===== src/rtl/dpram_arbiter.sv =====
// Round-robin scheduler that maps up to two of four requesters onto the two ports of a
// dual-port RAM, blocks same-address hazards and steers read data back by requester id.
module dpram_arbiter #(
    parameter int unsigned DATA_W = 32,
    parameter int unsigned ADDR_W = 3
) (
    input  logic                clock,
    input  logic                reset,
    input  logic [3:0]          req,
    input  logic [3:0]          we,
    input  logic [4*ADDR_W-1:0] addr,
    input  logic [4*DATA_W-1:0] wdata,
    output logic [3:0]          gnt,
    output logic [3:0]          rvalid,
    output logic [4*DATA_W-1:0] rdata,
    output logic                wenable1,
    output logic                wenable2,
    output logic [ADDR_W-1:0]   addr1,
    output logic [ADDR_W-1:0]   addr2,
    output logic [DATA_W-1:0]   data_in1,
    output logic [DATA_W-1:0]   data_in2,
    input  logic [DATA_W-1:0]   data_out1,
    input  logic [DATA_W-1:0]   data_out2,
    output logic [15:0]         conflict_cnt
);

    logic [ADDR_W-1:0] addr_arr  [4];
    logic [DATA_W-1:0] wdata_arr [4];

    for (genvar i = 0; i < 4; i++) begin : g_unpack
        assign addr_arr[i]  = addr[i*ADDR_W +: ADDR_W];
        assign wdata_arr[i] = wdata[i*DATA_W +: DATA_W];
    end

    logic [1:0] ptr_q, ptr_d;
    logic       a_vld, b_vld, hazard_skip;
    logic [1:0] a_idx, b_idx, idx;

    // Read tags travel with the registered command, then sit one more cycle in the
    // return stage while the RAM produces data.
    logic       cmd_rd1_q, cmd_rd2_q, ret_vld1_q, ret_vld2_q;
    logic [1:0] cmd_id1_q, cmd_id2_q, ret_id1_q, ret_id2_q;

    always_comb begin
        a_vld       = 1'b0;
        b_vld       = 1'b0;
        a_idx       = 2'd0;
        b_idx       = 2'd0;
        idx         = 2'd0;
        hazard_skip = 1'b0;
        for (int k = 0; k < 4; k++) begin
            idx = ptr_q + k[1:0];
            if (req[idx]) begin
                if (!a_vld) begin
                    a_vld = 1'b1;
                    a_idx = idx;
                end else if (!b_vld) begin
                    // Only requests examined while looking for B can be skipped.
                    if ((addr_arr[idx] == addr_arr[a_idx]) && (we[idx] || we[a_idx])) begin
                        hazard_skip = 1'b1;
                    end else begin
                        b_vld = 1'b1;
                        b_idx = idx;
                    end
                end
            end
        end
    end

    always_comb begin
        gnt = 4'b0000;
        if (!reset) begin
            if (a_vld) gnt[a_idx] = 1'b1;
            if (b_vld) gnt[b_idx] = 1'b1;
        end
        ptr_d = ptr_q;
        if (b_vld) begin
            ptr_d = b_idx + 2'd1;
        end else if (a_vld) begin
            ptr_d = a_idx + 2'd1;
        end
    end

    always_ff @(posedge clock) begin
        if (reset) begin
            ptr_q        <= 2'd0;
            conflict_cnt <= 16'd0;
            wenable1     <= 1'b0;
            wenable2     <= 1'b0;
            addr1        <= '0;
            addr2        <= '0;
            data_in1     <= '0;
            data_in2     <= '0;
            cmd_rd1_q    <= 1'b0;
            cmd_rd2_q    <= 1'b0;
            cmd_id1_q    <= 2'd0;
            cmd_id2_q    <= 2'd0;
            ret_vld1_q   <= 1'b0;
            ret_vld2_q   <= 1'b0;
            ret_id1_q    <= 2'd0;
            ret_id2_q    <= 2'd0;
        end else begin
            ptr_q <= ptr_d;
            if (hazard_skip && (conflict_cnt != 16'hFFFF)) begin
                conflict_cnt <= conflict_cnt + 16'd1;
            end
            wenable1   <= a_vld && we[a_idx];
            addr1      <= a_vld ? addr_arr[a_idx] : '0;
            data_in1   <= (a_vld && we[a_idx]) ? wdata_arr[a_idx] : '0;
            cmd_rd1_q  <= a_vld && !we[a_idx];
            cmd_id1_q  <= a_vld ? a_idx : 2'd0;
            wenable2   <= b_vld && we[b_idx];
            addr2      <= b_vld ? addr_arr[b_idx] : '0;
            data_in2   <= (b_vld && we[b_idx]) ? wdata_arr[b_idx] : '0;
            cmd_rd2_q  <= b_vld && !we[b_idx];
            cmd_id2_q  <= b_vld ? b_idx : 2'd0;
            ret_vld1_q <= cmd_rd1_q;
            ret_id1_q  <= cmd_id1_q;
            ret_vld2_q <= cmd_rd2_q;
            ret_id2_q  <= cmd_id2_q;
        end
    end

    // A and B are always distinct requesters, so the two return lanes never collide.
    always_comb begin
        rvalid = 4'b0000;
        rdata  = '0;
        if (ret_vld1_q) begin
            rvalid[ret_id1_q]                   = 1'b1;
            rdata[ret_id1_q*DATA_W +: DATA_W] = data_out1;
        end
        if (ret_vld2_q) begin
            rvalid[ret_id2_q]                   = 1'b1;
            rdata[ret_id2_q*DATA_W +: DATA_W] = data_out2;
        end
    end

endmodule


===== config.mk =====
export PLATFORM = sky130hd
export DESIGN_NAME = dpram_arbiter
export DESIGN_NICKNAME = d
export VERILOG_FILES = /design/src/rtl/dpram_arbiter.sv
export SDC_FILE = /design/constraint.sdc
export NUM_CORES = 1
export LEC_CHECK = 0
export BUFFER_PORTS_ARGS = -buffer_cell sky130_fd_sc_hd__buf_2
export CORE_AREA = 8 8 163 165
export DETAILED_ROUTE_END_ITERATION = 8
export DIE_AREA = 0 0 171 173
export PLACE_DENSITY = 0.7
export SLEW_MARGIN = 20
export SYNTH_ARGS = -nofsm -noshare
export SYNTH_HDL_FRONTEND = slang
export SYNTH_SLANG_ARGS = --single-unit

===== constraint.sdc =====
create_clock -name clock -period 4.4 [get_ports clock]
set_clock_uncertainty 0.1 [all_clocks]
set_input_delay 0.44 -clock clock [delete_from_list [all_inputs] [get_ports clock]]
set_output_delay 0.44 -clock clock [all_outputs]
set_load 0.005 [all_outputs]

---- Yosys cells after proc, flatten, opt, wreduce, memory -nomap -nowiden ----
Cells that the tools add are included.
word-level totals
  flip-flop bits (word level) ............. 102
  input bits .............................. 214
  output and inout port bits .............. 224
  logic and storage cells ................. 209
operators by class
  $add $sub $neg .......................... 8
  $lt $le $gt $ge ......................... 23
  equal/unequal tests ..................... 4
  shift operators ......................... 4
  muxes and demuxes ....................... 117
  bitwise logic cells ..................... 15
  reductions and logical operators ........ 22
operators by type and width
  kind                         number
  $mux W128                    2
  $shift A32 B34 Y128 const A  2
  $shiftx A32 B34 Y128         2
  $and A128 B128 Y128          1
  $bmux W32 S2                 2
  $bwmux W128                  1
  $mux W32                     4
  $neg A7 Y34                  2
  $bmux W3 S2                  8
  $mux W3                      16
  $mux W1                      42
  $mux W2                      20
  $lt A2 B3 Y1 const B         11
  $bmux W1 S2                  12
  $ge A3 B3 Y1 const B         8
  $mux W4                      6
  $not A2 Y3                   8
  $add A16 B1 Y16 const B      1
  $ne A16 B16 Y1 const B       1
  $logic_and A1 B1 Y1          12
  $eq A3 B3 Y1                 3
  $demux W1 S2                 4
  $ge A2 B1 Y1 const B         4
  $or A4 B4 Y4                 2
  other kinds (7)              19

---- Longest topological paths before layout ----
Gate-level depths: netlist of run 1.
  depth after elaboration ................. 27
  depth in mapped cells ................... 23
  gate-level depth less buffers ........... 15

---- Least setup slack after synthesis of run 1 ----
Ideal clock, no wire load.
  path kind ............................... reg2out
  from .................................... register ptr_q[0]
  to ...................................... output gnt[3]
  arrival time ............................ 4290 ps
  required time ........................... 3860 ps
  slack ................................... -430 ps
  stages on the path, launching flop included .. 18
  path buffers ............................ 7
  cell sequence ........................... dfxtp_1 > buf_4 > buf_2 > buf_2 > buf_2 > mux2_2 > inv_2 > ha_1 > clkinv_1 > mux4_2 > xor2_1 > o41a_1 > clkbuf_1 > nor4_2 > a221oi_4 > buf_6 > buf_4 > o32ai_1
on the way
  word-level cells in the longest chain between the ends .. 27
  elaborated cells between the ends (all ways) .. 104
  classes of those cells .................. add/sub (3); order compare (4); eq/ne (3); mux (79); bitwise (7); reduce/logical (8)
RTL lines
  element                                                             line  text
  start, declared                                                     35    logic [1:0] ptr_q, ptr_d;
  start signal, assigned                                              103   ptr_q <= ptr_d;
  $bmux W1 S2                                                         53    if (req[idx]) begin
  $mux W1 (not written as such)                                       53
  $mux W2                                                             53
  $not A2 Y3 (not written as such)                                    59    if ((addr_arr[idx] == addr_arr[a_idx]) && (we[idx] || we[a_idx])) begin
  $bmux W3 S2                                                         59
  $mux W3 (not written as such) (2 in series)                         59
  $eq A3 B3 Y1                                                        59
  $logic_and A1 B1 Y1                                                 59
  [10 not listed]                                                     --
  $mux W2                                                             53
  $lt A2 B3 Y1 (not written as such) or $ge A2 B1 Y1 (tied branches)  74    if (b_vld) gnt[b_idx] = 1'b1;
  $logic_and A1 B1 Y1 (not written as such)                           74
  $mux W1 (not written as such)                                       74
  $demux W1 S2                                                        74
  $or A4 B4 Y4 (no line)                                              --
  $mux W4 (*)                                                         74
  $mux W4 (*)                                                         72    if (!reset) begin
  end, declared                                                       13    output logic [3:0] gnt,
Every way passes the cells marked *; elsewhere a longest branch is shown, timed or not. The select of a mux whose other input is x is not followed.

---- Worst setup path in the final report of run 1 ----
  from .................................... register ptr_q[1]
  to ...................................... output gnt[3]
The elaborated chain is that of the path after synthesis.

==> flow_summary.ini, run 1 <==
[sta]
clock.fmax_ghz = 0.228
period_share_pct = 99.7
rsz0062_at_grt = true
whs_ns = 0.340
relSlewSlack_pct = 46.8
tightest_slew_ns = 0.796
maxSlewViolCount = 0
hold_viol_final = 0
fin_crit_ns = 4.39
setup_viol = 0

[global_routing]
antenna_found_initial = 4
grt.total_usage_pct = 27.0
globalRouteOverflowTotal = 0
grt_max_degree = 53
grt_pass1_wl_um = 62600
grt_pass1_vias = 10181

[yosys]
synth_cells = 1028
avgSynthCellArea_um2 = 8.78
ys_ff_latch = 102
syn_nets = 1257
yosys.area.top_type = dfxtp_1
async_reset_ff_share_pct = 0
synth_edf_count = 0
ys.flop_type = dfxtp_1
yosysWarnings = 0
synth_top_area_share_pct = 22.6
synth.area.top_cells = dfxtp_1 (23%), a22o_1 (16%), mux4_2 (11%), mux2i_1 (9.7%), nand2_1 (7.7%)
ys_seq_area_share_pct = 22.6
synth.distinct_cells = 84
synth.most_common_cell = nand2_1
synth_common_cells = nand2_1 (184), a22o_1 (163), dfxtp_1 (102), mux2i_1 (87), clkbuf_1 (57)
netlist_area_um2 = 9020

[finish]
syn_to_final_growth_pct = 35.8
nets = 1663
drive_gt1_share_pct = 42.9
fin_cells = 1767
final.fill_count = 2305
design_area_um2 = 12300

[cts]
tritoncts = yes
clock_latency_ns = 0.36
cts_buffer_depth = 2
cts-root-buf = clkbuf_16
cts_buffers = 9
cts_max_level = 3
clkSlewWorstSetupHoldPaths_ns = 0.07
cts.sinks = 102

[setup_path]
cp_max_fo = 7
rr_worst_depth = 18
crit_arrival_ns = 3.85
path_cells = mux2i_1 -> mux2_4 -> inv_2 -> ha_4 -> inv_8 -> mux4_2 -> xnor2_1 -> o41a_1 -> buf_6 -> nor4_4 -> a221oi_4 -> buf_12 -> o32ai_2 -> buf_2
crit_path_end_kind = primary output
crit_buf_inv = 5
critPathTopFamily = multiplexers
reg2reg_to = data_in2[20]$_SDFF_PP0_
required_ns = 3.86
r2r_slack_ns = 0.02
max_stage_delay_ns = 0.52
r2r-start = ptr_q[1]$_SDFFE_PP0P_
worstSetupPathType = reg2out
startpoint_type = flop
cp_slowest_cell = o41a_1
crit_start = ptr_q[1]$_SDFFE_PP0P_

[worst_hold_path]
hold_path_end = ret_id1_q[1]$_SDFF_PP0_
hold_depth = 1
min_path_type = reg2reg
hold_start = cmd_id1_q[1]$_SDFF_PP0_

[placement]
place_area_um2 = 11600
gp_congestion = 0.972
dp_hpwl_um = 32600
io_buffers = 437
dpl.cell_count = 1728

[drt]
post_drt_via_cell_ratio = 5.92
final_antenna_net_count = 0
drt-pass1-iter-count = 5
post-route-drc-count = 0
vias = 10461
drt_iter0_drc = 1191
wl_um = 42900
wl_per_cell_um = 24.3

[pwr]
p_sw_uw = 3170
ir_drop_mv = 0.762
power_leakage_uw = 0.00597
combPwrFrac_pct = 68.8
clockPowerShare_pct = 12.1
p_seq_share_pct = 19.1
p_int_uw = 4070
swShare_pct = 43.8
power-per-cell-area_nw_per_um2 = 591

[floorplan]
rows = 57
die_h_um = 173
start_util_pct = 37.7
dieArea_um2 = 29600
die_w_um = 171
core-area_um2 = 24000
pin_count = 438

[run]
drv_cap = 0

[outcome]
status = finished clean
## sequential cells by signal, indices dropped and copies added (netlist names), 2 cells and up
register and flops:
data_in1 32, data_in2 32, conflict_cnt 16, addr1 3, addr2 3, cmd_id1_q 2
cmd_id2_q 2, ptr_q 2, ret_id1_q 2, ret_id2_q 2
## cells by family (layout without fill, tap and decap cells)
group | Yosys count | in the layout | synth area share, %
muxes | 146 | 146 | 22.6
and+or+nand+nor | 343 | 343 | 18.6
DFF | 102 | 102 | 22.6
other | 0 | 4 | 0
xor gates and xnor gates | 12 | 12 | 1.16
buffers and inverters | 118 | 529 | 6.12
AOI/OAI and AO/OA | 292 | 292 | 26.8
adders and majority gates | 15 | 15 | 2.08
## cell type report
cell class | count | area (µm²) | share of cell area (%)
clock inverter | 7 | 91.3 | 0.746
sequential | 102 | 2050 | 16.7
inverter | 17 | 71.3 | 0.582
clock buffer | 9 | 225 | 1.84
multi-input combinational | 808 | 6620 | 54.0
antenna | 4 | 10.0 | 0.0817
tap | 324 | 405 | 3.31
timing repair buffer | 496 | 2780 | 22.7
## power by group through the flow
| stage | registers [µW] | clock network (µW) | logic, µW |
|---|---|---|---|
| CTS | 1380 | 889 | 4660 |
| global route | 1410 | 922 | 5290 |
| finish | 1380 | 873 | 4980 |
| detailed placement | 1390 | 0 | 4550 |
| global placement | 1390 | 0 | 4490 |
| floorplan | 1390 | 0 | 3160 |
## worst max path at each step
| stage | depth (start not counted) | slack (ns) | endpoint |
|---|---|---|---|
| finish | 14 | 0.01 | gnt[3] |
| global placement | 16 | 0.16 | gnt[1] |
| detailed placement | 16 | 0.13 | gnt[1] |
| global route | 13 | -0.15 | gnt[3] |
| floorplan | 22 | 0.001 | gnt[0] |
| CTS | 16 | 0.003 | gnt[2] |
## layer usage
layer	share of wire, %	vias to the layer above	global-route usage (%)
met1	37	5082	30.8
li1	-	4711	-
met2	50	578	47.2
met5	0	-	0
met3	9.1	90	6.15
met4	4.1	0	12.0
## cell usage in the layout, fill, tap and decap left out, types with 4 or more instances in the layout
master	Yosys	routed
clkbuf_16	0	9
nand3_1	19	19
ha_1	15	14
nor4_1	6	5
buf_6	6	6
nand2_1	184	183
a32oi_1	4	4
mux2i_1	87	85
and2_1	6	6
buf_4	11	43
diode_2	0	4
or4_1	4	4
nor3_1	6	5
xor2_1	9	9
nor2_1	31	27
o31ai_1	7	5
mux2_2	9	8
mux4_2	44	44
o311ai_0	6	6
o211ai_1	9	9
mux2_1	5	5
inv_1	14	14
nor4_2	5	5
a21oi_1	21	20
dfxtp_1	102	100
a211oi_1	11	8
or3_1	4	4
buf_2	17	437
o21ai_0	20	20
buf_12	0	8
and3_1	4	4
nand4_1	4	4
a22o_1	163	163
or2_2	6	5
nor2b_1	48	47
## what timing repair did
action / in CTS / in global routing
hold endpoints to repair: 0 / 0
endpoints found under the setup margin: 4 / 8
resized for setup: 9 / 24
setup buffers: 6 / 14
hold buffers: 0 / 0
pin swaps: 2 / 10
## stage by stage
step	util (%)	TNS [ns]	total power [µW]	worst slack, ns
2_1_floorplan	-	0	4550	0.00105
3_3_place_gp	48.5	0	5880	0.165
3_5_place_dp	48.5	0	5940	0.132
4_1_cts	50.1	0	6930	0.00260
5_1_grt	51.1	-1.95	7630	-0.154
6_report	51.1	0	7240	0.0120
(Power assumes the default switching activity.)
==> inputs of run 2 (changes only) <==
--- a/constraint.sdc
+++ b/constraint.sdc
@@ -4,2 +4,2 @@
 set_output_delay 0.44 -clock clock [all_outputs]
-set_load 0.005 [all_outputs]
+set_load 0.02 [all_outputs]
==> run 2 against run 1 <==
Against the previous run: first-iteration DRC count is 17% lower; sequential share of layout area shrank 0.10 points; final area increased by 0.61%; worst setup slack gained 0.027 ns; total power grew 5.4%; critical path depth up 1; clock power decreased by 3.3%; via count grew 1.1%; global-route usage is 1.1 points lower.
==> flow_summary.ini, run 2 (synthesis results as in run 1) <==
[drt]
post-route-drc-count = 0
final_antenna_net_count = 0
drt-pass1-iter-count = 6
post_drt_via_cell_ratio = 5.96
wl_um = 41100
drt_iter0_drc = 994
wl_per_cell_um = 23.2
vias = 10571

[cts]
cts_buffers = 9
cts-root-buf = clkbuf_16
cts_max_level = 3
holdBufCountCts = 0
tritoncts = yes
clock_latency_ns = 0.35
cts.sinks = 102
cts_buffer_depth = 2
clkSlewWorstSetupHoldPaths_ns = 0.07

[setup_path]
worstSetupPathType = reg2out
cp_slowest_cell = o41a_1
cp_max_fo = 7
crit_buf_inv = 5
startpoint_type = flop
max_stage_delay_ns = 0.53
crit_path_end_kind = primary output
critPathMostFrequentCell = buf_6
path_cells = mux2i_2 -> mux2_4 -> inv_4 -> ha_4 -> inv_8 -> mux4_2 -> xor2_2 -> o41a_1 -> buf_6 -> o31ai_4 -> buf_6 -> a21oi_4 -> nor3_4 -> a22o_1 -> buf_6
required_ns = 3.86
crit_arrival_ns = 3.82
critPathTopFamily = compound AO/OA/AOI/OAI gates

[placement]
dp_hpwl_um = 31300
gp_congestion = 0.999
place_area_um2 = 11600
io_buffers = 437

[floorplan]
pin_count = 438
core-area_um2 = 24000
die_h_um = 173
die_w_um = 171
start_util_pct = 37.7
dieArea_um2 = 29600
rows = 57

[pwr]
power_leakage_uw = 0.00599
power-per-cell-area_nw_per_um2 = 619
combPwrFrac_pct = 70.8
swShare_pct = 47.1
p_int_uw = 4030
p_seq_share_pct = 18.2
clockPowerShare_pct = 11.1
p_sw_uw = 3600
ir_drop_mv = 0.691

[global_routing]
grt_pass1_wl_um = 60800
globalRouteOverflowTotal = 0
antenna_found_initial = 6
grt.total_usage_pct = 25.9
grt_max_degree = 72
grt_pass1_vias = 10388

[finish]
nets = 1669
fin_util_pct = 51.4
largestRegisters = data_in1: 32 flops, data_in2: 32 flops, conflict_cnt: 16 flops
final_common_cell = buf_2
design_area_um2 = 12300
syn_to_final_growth_pct = 36.6
multi_input_area_um2 = 6690
layout_common_cells = buf_2 (433), nand2_1 (183), a22o_1 (163), dfxtp_1 (100), mux2i_1 (81)
drive_gt1_share_pct = 43.8
seq_area_um2 = 2050
final.fill_count = 2237

[sta]
maxSlewViolCount = 0
setup_viol = 0
rsz0062_at_grt = true
period_share_pct = 99.1
fin_crit_ns = 4.36
relSlewSlack_pct = 52.2
tightest_slew_ns = 0.715
hold_viol_final = 0
setup_tns_ns = 0
clock.fmax_ghz = 0.229

[worst_hold_path]
min_path_type = reg2reg

[run]
drv_cap = 0

[outcome]
status = finished clean
[run 2: repair_timing]
action	4_1_cts	5_1_grt
buffers inserted	7	16
resized for setup	11	36
endpoints found under the hold margin	0	0
endpoints found under the setup margin	4	9
cloned	0	0
pin swaps	5	14
[run 2: path summary, 6_finish.rpt]
check	cells after the start	slack, ns	startpoint	end
max	15	0.04	ptr_q[1]$_SDFFE_PP0P_	gnt[2]
max reg2reg	17	0.20	ptr_q[1]$_SDFFE_PP0P_	data_in2[28]$_SDFF_PP0_
min reg2reg	1	0.34	cmd_rd2_q$_SDFF_PP0_	ret_vld2_q$_SDFF_PP0_
min	1	0.34	cmd_rd2_q$_SDFF_PP0_	ret_vld2_q$_SDFF_PP0_
[run 2: metrics by stage]
step                      hold WS, ns  instances  power (µW)  setup slack (ns)
final                           0.342       1774        7630            0.0393
after CTS                       0.326       1753        7280           -0.0341
after floorplan                 0.314       1028        5020            0.0118
after detailed placement        0.329       1730        6330            0.0132
after global routing            0.348       1774        8020           -0.0805
after global placement          0.318       1730        6260             0.121
[run 2: worst reg2reg max path: cells and delay by family, from the launching register on]
family	cells	cell delay, ns
buffers and inverters	7	1.04
AOI/OAI and AO/OA	4	0.96
muxes	3	0.82
and+or+nand+nor	3	0.75
DFF	1	0.41
[run 2: per-layer routing]
metal	global-route usage (%)	vias to the layer above	wire length, µm
li1	-	4729	-
met5	0	-	13
met1	29.5	5067	14900
met2	44.6	647	20500
met3	6.01	126	3870
met4	12.7	2	1820
[run 2: power by group through the flow]
stage	sequential, µW	combinational, µW	clock [µW]
after CTS	1380	5040	861
after floorplan	1700	3320	0
final	1390	5400	844
after global placement	1400	4850	0
after global routing	1410	5720	894
after detailed placement	1400	4930	0
[run 2: cell type report]
class                           instances  share of cell area, %
Timing Repair Buffer                  502                   22.6
Antenna cell                            5                  0.102
Sequential cell                       102                   16.6
Clock buffer                            9                   1.83
Multi-Input combinational cell        808                   54.2
Tap cell                              324                   3.29
Inverter                               17                  0.599
Clock inverter                          7                  0.741
